<file path="src/rtl/operand_pair_buffer.sv">
// -----------------------------------------------------------------------------
// operand_pair_buffer
//
// Holds a left operand (value to shift) and a right operand (shift amount) in
// two independent one-deep register slots. Each slot fills on its own
// valid/ready handshake. When both slots are full, the pair is presented
// downstream. A slot can be refilled on the same cycle that its pair is
// consumed, so the block sustains one pair per clock.
//
// Outputs come straight from the slot registers. outs_valid depends only on
// the full flags. The readies are the only signals that depend
// combinationally on outs_ready.
//
// Optional build macro:
//   OPERAND_PAIR_BUFFER_RHS_SATURATE_EN - when defined, rhs is clamped at
//   capture to DATA_TYPE-1 if its unsigned value is >= DATA_TYPE. lhs is
//   never modified.
//
// Ports:
//   clk        - clock; all state changes on the rising edge
//   rst        - synchronous active-high reset (clears flags and data)
//   lhs        - left operand,  lhs_valid / lhs_ready handshake
//   rhs        - right operand, rhs_valid / rhs_ready handshake
//   outs_lhs   - registered left operand of the presented pair
//   outs_rhs   - registered right operand of the presented pair
//   outs_valid - both slots full (pair presented)
//   outs_ready - downstream accepts the pair this cycle
// -----------------------------------------------------------------------------
module operand_pair_buffer #(
    parameter int DATA_TYPE = 32
) (
    input  logic                 clk,
    input  logic                 rst,
    input  logic [DATA_TYPE-1:0] lhs,
    input  logic                 lhs_valid,
    output logic                 lhs_ready,
    input  logic [DATA_TYPE-1:0] rhs,
    input  logic                 rhs_valid,
    output logic                 rhs_ready,
    output logic [DATA_TYPE-1:0] outs_lhs,
    output logic [DATA_TYPE-1:0] outs_rhs,
    output logic                 outs_valid,
    input  logic                 outs_ready
);

    // Slot 0 holds lhs and slot 1 holds rhs. Both slots use the same logic.
    // Only the value captured into each slot differs.
    logic                 fire;
    logic [1:0]           slot_full;
    logic [1:0]           slot_valid;
    logic [1:0]           slot_ready;
    logic [DATA_TYPE-1:0] slot_in   [2];
    logic [DATA_TYPE-1:0] slot_data [2];
    logic [DATA_TYPE-1:0] rhs_capture;

`ifdef OPERAND_PAIR_BUFFER_RHS_SATURATE_EN
    // This is the largest meaningful shift amount for a DATA_TYPE-wide value.
    localparam logic [DATA_TYPE-1:0] SHIFT_MAX = DATA_TYPE'(DATA_TYPE - 1);

    always_comb begin
        rhs_capture = rhs;
        if (rhs > SHIFT_MAX) begin
            rhs_capture = SHIFT_MAX;
        end
    end
`else
    assign rhs_capture = rhs;
`endif

    assign slot_in[0] = lhs;
    assign slot_in[1] = rhs_capture;
    assign slot_valid = {rhs_valid, lhs_valid};

    // These terms come from registers only, so outs_valid has no path from
    // outs_ready.
    assign outs_valid = &slot_full;
    assign fire       = outs_valid & outs_ready;

    genvar gi;
    generate
        for (gi = 0; gi < 2; gi++) begin : g_slot
            logic                 full_reg;
            logic                 full_next;
            logic [DATA_TYPE-1:0] data_reg;
            logic [DATA_TYPE-1:0] data_next;
            logic                 accept;

            // A full slot can still accept data on the cycle its pair leaves.
            assign slot_ready[gi] = ~full_reg | fire;
            assign accept         = slot_valid[gi] & slot_ready[gi];

            // An accept takes priority over a release. Because of this, a
            // refill on a fire cycle keeps the slot full. A plain release
            // clears only the flag and leaves the data untouched.
            always_comb begin
                full_next = full_reg;
                data_next = data_reg;
                if (accept) begin
                    full_next = 1'b1;
                    data_next = slot_in[gi];
                end else if (fire) begin
                    full_next = 1'b0;
                end
            end

            always_ff @(posedge clk) begin
                if (rst) begin
                    full_reg <= 1'b0;
                    data_reg <= '0;
                end else begin
                    full_reg <= full_next;
                    data_reg <= data_next;
                end
            end

            assign slot_full[gi] = full_reg;
            assign slot_data[gi] = data_reg;
        end
    endgenerate

    assign lhs_ready = slot_ready[0];
    assign rhs_ready = slot_ready[1];
    assign outs_lhs  = slot_data[0];
    assign outs_rhs  = slot_data[1];

endmodule
</file>
<file path="config.mk">
export PLATFORM = sky130hd
export DESIGN_NAME = operand_pair_buffer
export DESIGN_NICKNAME = d
export VERILOG_FILES = /design/src/rtl/operand_pair_buffer.sv
export SDC_FILE = /design/constraint.sdc
export NUM_CORES = 1
export LEC_CHECK = 0
export ABC_CLOCK_PERIOD_IN_PS = 3000
export BUFFER_PORTS_ARGS = -buffer_cell sky130_fd_sc_hd__buf_2
export CELL_PAD_IN_SITES_DETAIL_PLACEMENT = 0
export CELL_PAD_IN_SITES_GLOBAL_PLACEMENT = 1
export CORE_UTILIZATION = 37
export DETAILED_ROUTE_END_ITERATION = 12
export PLACE_DENSITY = 0.85
export SLEW_MARGIN = 5
export SYNTH_ARGS = -nofsm -noshare
export SYNTH_HDL_FRONTEND = slang
export SYNTH_SLANG_ARGS = --single-unit
</file>
<file path="constraint.sdc">
create_clock -name clk -period 3 [get_ports clk]
set_input_delay 0.15 -clock clk [delete_from_list [all_inputs] [get_ports clk]]
set_output_delay 0.15 -clock clk [all_outputs]
set_load 0.02 [all_outputs]
</file>
==> impl_metrics.toml, run 1 <==
[sta]
fin_crit_sh = 0.478
rsz0062_at_grt = "no"
hold_viol_final = 0
finalClockSkew_ns = 0.00750
finalSetupTns_ns = 0
tightestPinTransition_ns = 0.800
min_period_ns = 1.43
max_freq_mhz = 697
setup_viol = 0
drv_slew = 0
maxSlewHeadroom = 0.466

[pwr]
p_per_area_mw_per_mm2 = 575
seq_power_share = 0.427
ir_worst_vdd_v = 0.000291
p_leak_nw = 1.89
switching_share = 0.248
share_comb_of_total_power = 0.159
power_switching_w = 0.000562
clockPowerShare = 0.413
intPower_w = 0.00170

[clocking]
cts_resized = 0
cts_setup_buffers = 0
cts_tree = "built"
cts.sinks = 66
clock_path_buffers = 2
clk_latency_ns = 0.34
clk_root_buffer_cell = "clkbuf_8"
path_clk_slew_ns = 0.07
htreeDepth = 3
cts_buffers = 9
hold_buffers = 0

[synth]
synth_edf_count = 0
synthTopCellsByArea = "dfxtp_1 (44%), nand2b_1 (26%), mux2i_1 (21%), buf_12 (4.0%), clkbuf_1 (1.6%)"
synth_top_area_share = 0.437
ys_warn_count = 0
yosysMostFrequentCell = "nand2b_1"
yosysSeqAreaShare = 0.437
avgSynthCellArea_sq_um = 10.4
netlist_instances = 291
syn-cell-area_sq_mm = 0.00302
synth_common_cells = "nand2b_1 (128), dfxtp_1 (66), mux2i_1 (64), clkbuf_1 (13), buf_12 (6)"
synth_flop_cell = "dfxtp_1"
yosys.area.top_type = "dfxtp_1"
ys_types = 12
ys_seq_elements = 66
syn_nets = 360
async_reset_ff_frac = 0

[worst_setup_path]
crit_chain = "a21boi_2, nor2b_4, buf_4, mux2i_1"
worstPathMaxFanout = 32
cp.arrival_ns = 1.69
crit_required_ns = 3.25
crit_path_end_kind = "flip-flop"
cp_slowest_stage_delay_ns = 0.46
slowest_stage = "buf_4"
critPathLaunchType = "flip-flop"
path_class = "reg -> reg"
worstRegToRegCells = 4

[global_routing]
first_global_vias = 2274
grtUsageTotal = 0.157
grt_pass1_wl_um = 10600
antenna_found_initial = 0
grt_overflow = 0
gr-usage-met3 = 0.0452
grt_max_degree = 69
grt_use_met1 = 0.189
grtUsageMet2 = 0.260
busiest_layer = "met2"

[route]
drtIter0Drc = 43
via_per_inst = 4.40
vias = 2311
wl_um = 6360
first_pass_iters = 4
postRouteAntennaNets = 0
wl_per_cell_um = 12.1
route.detailed.drc = 0

[place]
io_buffers = 135
gp_congestion = 0.714
dp.final_hpwl_um = 4410

[floorplan]
rows = 32
die_h_um = 92.4
dieArea_sq_mm = 0.00854
core_area_sq_mm = 0.00781
initial_core_util = 0.387
dieWidth_um = 92.4
io_pins = 136

[worst_hold_path]
worstHoldPathCells = 3
hp-class = "in -> reg"

[status]
status = "completed"

[finish]
multi_input_area_sq_mm = 0.00151
fill_cells = 778
antenna_cells = 0
areaGrowthSynthToFinish_pct = 30.1
layout.nets = 487
regArea_sq_mm = 0.00132
drive_above_1_share = 0.371
post-route-util = 0.504

[job]
drv_cap = 0
## kinds of logic (layout without fill, tap and decap cells)
| logic type | after synthesis | in the layout | share of synthesized area |
|---|---|---|---|
| flip-flops | 66 | 66 | 0.437 |
| multiplexers | 64 | 64 | 0.212 |
| AND/OR/NAND/NOR | 135 | 135 | 0.276 |
| AO/OA/AOI/OAI | 2 | 2 | 0.00745 |
| buffers and inverters | 24 | 156 | 0.0675 |
## critical path, delay by kind of cell, from the launching register on
family	cells	cell delay, ns
DFF	1	0.33
AOI/OAI and AO/OA	1	0.19
muxes	1	0.27
and+or+nand+nor	1	0.10
buffers and inverters	1	0.46
## placed cells by master (no fill, tap or decap), drive strengths merged
cell	netlist	routed
clkbuf	13	12
and2	1	1
nor2b	2	2
nand2b	128	128
inv	2	2
a21boi	2	2
clkinvlp	0	1
nor2	4	4
buf	9	138
bufinv	0	3
mux2i	64	64
dfxtp	66	66
## power groups by stage
stage | clock [W] | sequential [W] | combinational (W)
final | 0.000934 | 0.000966 | 0.000361
after CTS | 0.000963 | 0.000967 | 0.000366
after global placement | 0 | 0.000983 | 0.000359
after global routing | 0.000995 | 0.000973 | 0.000393
after detailed placement | 0 | 0.000987 | 0.000366
after floorplan | 0 | 0.00106 | 0.000186
## path summary, 6_finish.rpt
check	startpoint	endpoint	slack [ns]
min	lhs_valid	g_slot[0].full_reg	0.05
max reg2reg	g_slot[1].full_reg	outs_rhs[11]	1.57
max	g_slot[1].full_reg	outs_rhs[11]	1.57
min reg2reg	outs_lhs[20]	outs_lhs[20]	0.47
## per-layer routing
metal / routed length, um / share of wire
met1: 2750 / 0.43
met2: 3150 / 0.49
met3: 385 / 0.061
met4: 75 / 0.012
met5: 0 / 0
## metrics by stage
step	instance area [sq um]	power [W]	hold slack [ns]	setup slack [ns]	std cells
5_1_grt	3930	0.00236	0.0565	1.48	525
3_3_place_gp	3680	0.00134	0.388	1.60	509
6_report	3930	0.00226	0.0520	1.57	525
4_1_cts	3930	0.00230	0.0310	1.53	525
2_1_floorplan	3020	0.00124	0.271	1.89	291
3_5_place_dp	3680	0.00135	0.387	1.55	509
## area by class of cell
| class | count | share of cell area |
|---|---|---|
| clock buffer | 12 | 0.0395 |
| clock inverter | 4 | 0.0248 |
| inverter | 2 | 0.00191 |
| multi-input combinational | 201 | 0.385 |
| sequential | 66 | 0.336 |
| tap | 102 | 0.0325 |
| timing repair buffer | 138 | 0.181 |
(Power assumes the default switching activity.)
==> run 2: changes to the inputs <==
- ABC_CLOCK_PERIOD_IN_PS: 3000 -> 1200
- CORE_UTILIZATION: 37 -> 31
- PLACE_DENSITY: 0.85 -> 0.76
- clock period: 3 -> 1.2 ns (I/O delays scaled with it)
==> impl_metrics.toml, run 2 (synthesized netlist as in run 1, its figures left out) <==
[status]
status = "finished, violations left"
violations = "setup timing"

[finish]
fill_cells = 869
layout_common_cells = "buf_2 (133), nand2b_1 (128), dlygate4sd3_1 (66), dfxtp_1 (64), mux2i_1 (62)"
antenna_cells = 0
drive_above_1_share = 0.345
fin_cells = 625
stdcell_area_sq_mm = 0.00482
layout.nets = 560
areaGrowthSynthToFinish_pct = 59.4
final_common_cell = "buf_2"

[worst_setup_path]
worstPathMaxFanout = 7
r2r_end = "outs_lhs[12]"
cp.arrival_ns = 1.42
crit_start = "g_slot[0].full_reg"
critPathLaunchType = "flip-flop"
ff2ff_setup_slack_ns = -0.006
crit_required_ns = 1.42
crit_path_end_kind = "flip-flop"
endpoint = "outs_lhs[12]"
path_class = "reg -> reg"
reg2reg_from = "g_slot[0].full_reg"
worstRegToRegCells = 5

[job]
drv_cap = 0

[route]
drtIter0Drc = 51
vias = 2617
first_pass_iters = 4
via_per_inst = 4.19
wl_um = 7500
postRouteAntennaNets = 0
route.detailed.drc = 0
wl_per_cell_um = 12.0

[sta]
tightestPinTransition_ns = 0.221
min_period_ns = 1.21
finalClockSkew_ns = 0.00647
hold_viol_final = 0
drv_slew = 0
setup_slack_ns = -0.00636
fin_crit_sh = 1.01
hold-worst-slack_ns = 0.135
maxSlewHeadroom = 0.853
setup_viol = 6
max_freq_mhz = 829
rsz0062_at_grt = "yes"

[floorplan]
die_h_um = 101
core_area_sq_mm = 0.00933
dieWidth_um = 101
io_pins = 136
dieArea_sq_mm = 0.0102
rows = 35
initial_core_util = 0.324

[global_routing]
grtUsageTotal = 0.143
grt_overflow = 0
first_global_vias = 2649
grt_max_degree = 74
antenna_found_initial = 0
grt_pass1_wl_um = 11500

[place]
dp.final_hpwl_um = 4510
place_inst = 538
placed_area_sq_mm = 0.00377
io_buffers = 135
gp_congestion = 0.692

[clocking]
cts_tree = "built"
htreeDepth = 3
clk_latency_ns = 0.33
path_clk_slew_ns = 0.07
cts.sinks = 66
clk_root_buffer_cell = "clkbuf_8"
cts_buffers = 9
clock_path_buffers = 2

[pwr]
p_per_area_mw_per_mm2 = 1200
ir_worst_vdd_v = 0.000561
p_leak_nw = 2.25

[worst_hold_path]
hp-class = "in -> reg"
-- run 2: power by group --
part	internal, W	total (W)	switching, W
Clock	0.00134	0.00218	0.000843
Combinational	0.000635	0.00119	0.000556
Sequential	0.00234	0.00242	0.0000770
Total	0.00431	0.00579	0.00148
-- run 2: worst max-delay path: stages, from the launching register on --
cell and delay (ns):
dfxtp_4 0.37, a21boi_4 0.24, nor2b_4 0.06, buf_12 0.14, buf_12 0.14, mux2i_2 0.14
-- run 2: how the worst min path moves through the flow --
stage                    start            endpoint  slack (ns)  depth (start not counted)
CTS                 outs_ready  g_slot[1].full_reg        0.11                          4
floorplan            lhs_valid  g_slot[0].full_reg        0.18                          2
finish              outs_ready  g_slot[0].full_reg        0.14                          4
global placement     lhs_valid  g_slot[0].full_reg        0.29                          3
detailed placement   lhs_valid  g_slot[0].full_reg        0.30                          3
global route        outs_ready  g_slot[1].full_reg        0.14                          4
-- run 2: through the flow --
stage / TNS (ns) / util / setup slack, ns / power (W)
4_1_cts: -0.0134 / 0.504 / -0.0120 / 0.00581
6_report: -0.0196 / 0.517 / -0.00636 / 0.00579
2_1_floorplan: 0 / - / 0.0950 / 0.00311
3_5_place_dp: -0.0456 / 0.404 / -0.0123 / 0.00341
5_1_grt: -1.44 / 0.517 / -0.0584 / 0.00608
3_3_place_gp: 0 / 0.404 / 0.0605 / 0.00338
-- run 2: area by class of cell --
cell class                      count  area [sq um]  area share
Timing Repair Buffer              211          1550       0.322
Tap cell                          129           161      0.0335
Sequential cell                    66          1330       0.275
Inverter                            2          7.51     0.00156
Multi-Input combinational cell    201          1540       0.319
Clock buffer                       12           165      0.0343
Clock inverter                      4          72.6      0.0151
-- run 2: timing repair --
item	CTS	global route
gates cloned	0	4
gates resized for setup	10	5
hold buffers	66	0
endpoints found under the hold margin	66	0
endpoints found under the setup margin	16	32
setup buffers	0	1
-- run 2: per-layer routing --
metal | up-vias | wire length [um] | global-route usage
li1 | 1324 | - | -
met1 | 1210 | 3360 | 0.152
met2 | 75 | 3660 | 0.260
met3 | 8 | 369 | 0.0506
met4 | 0 | 111 | 0.0479
met5 | - | 0 | 0
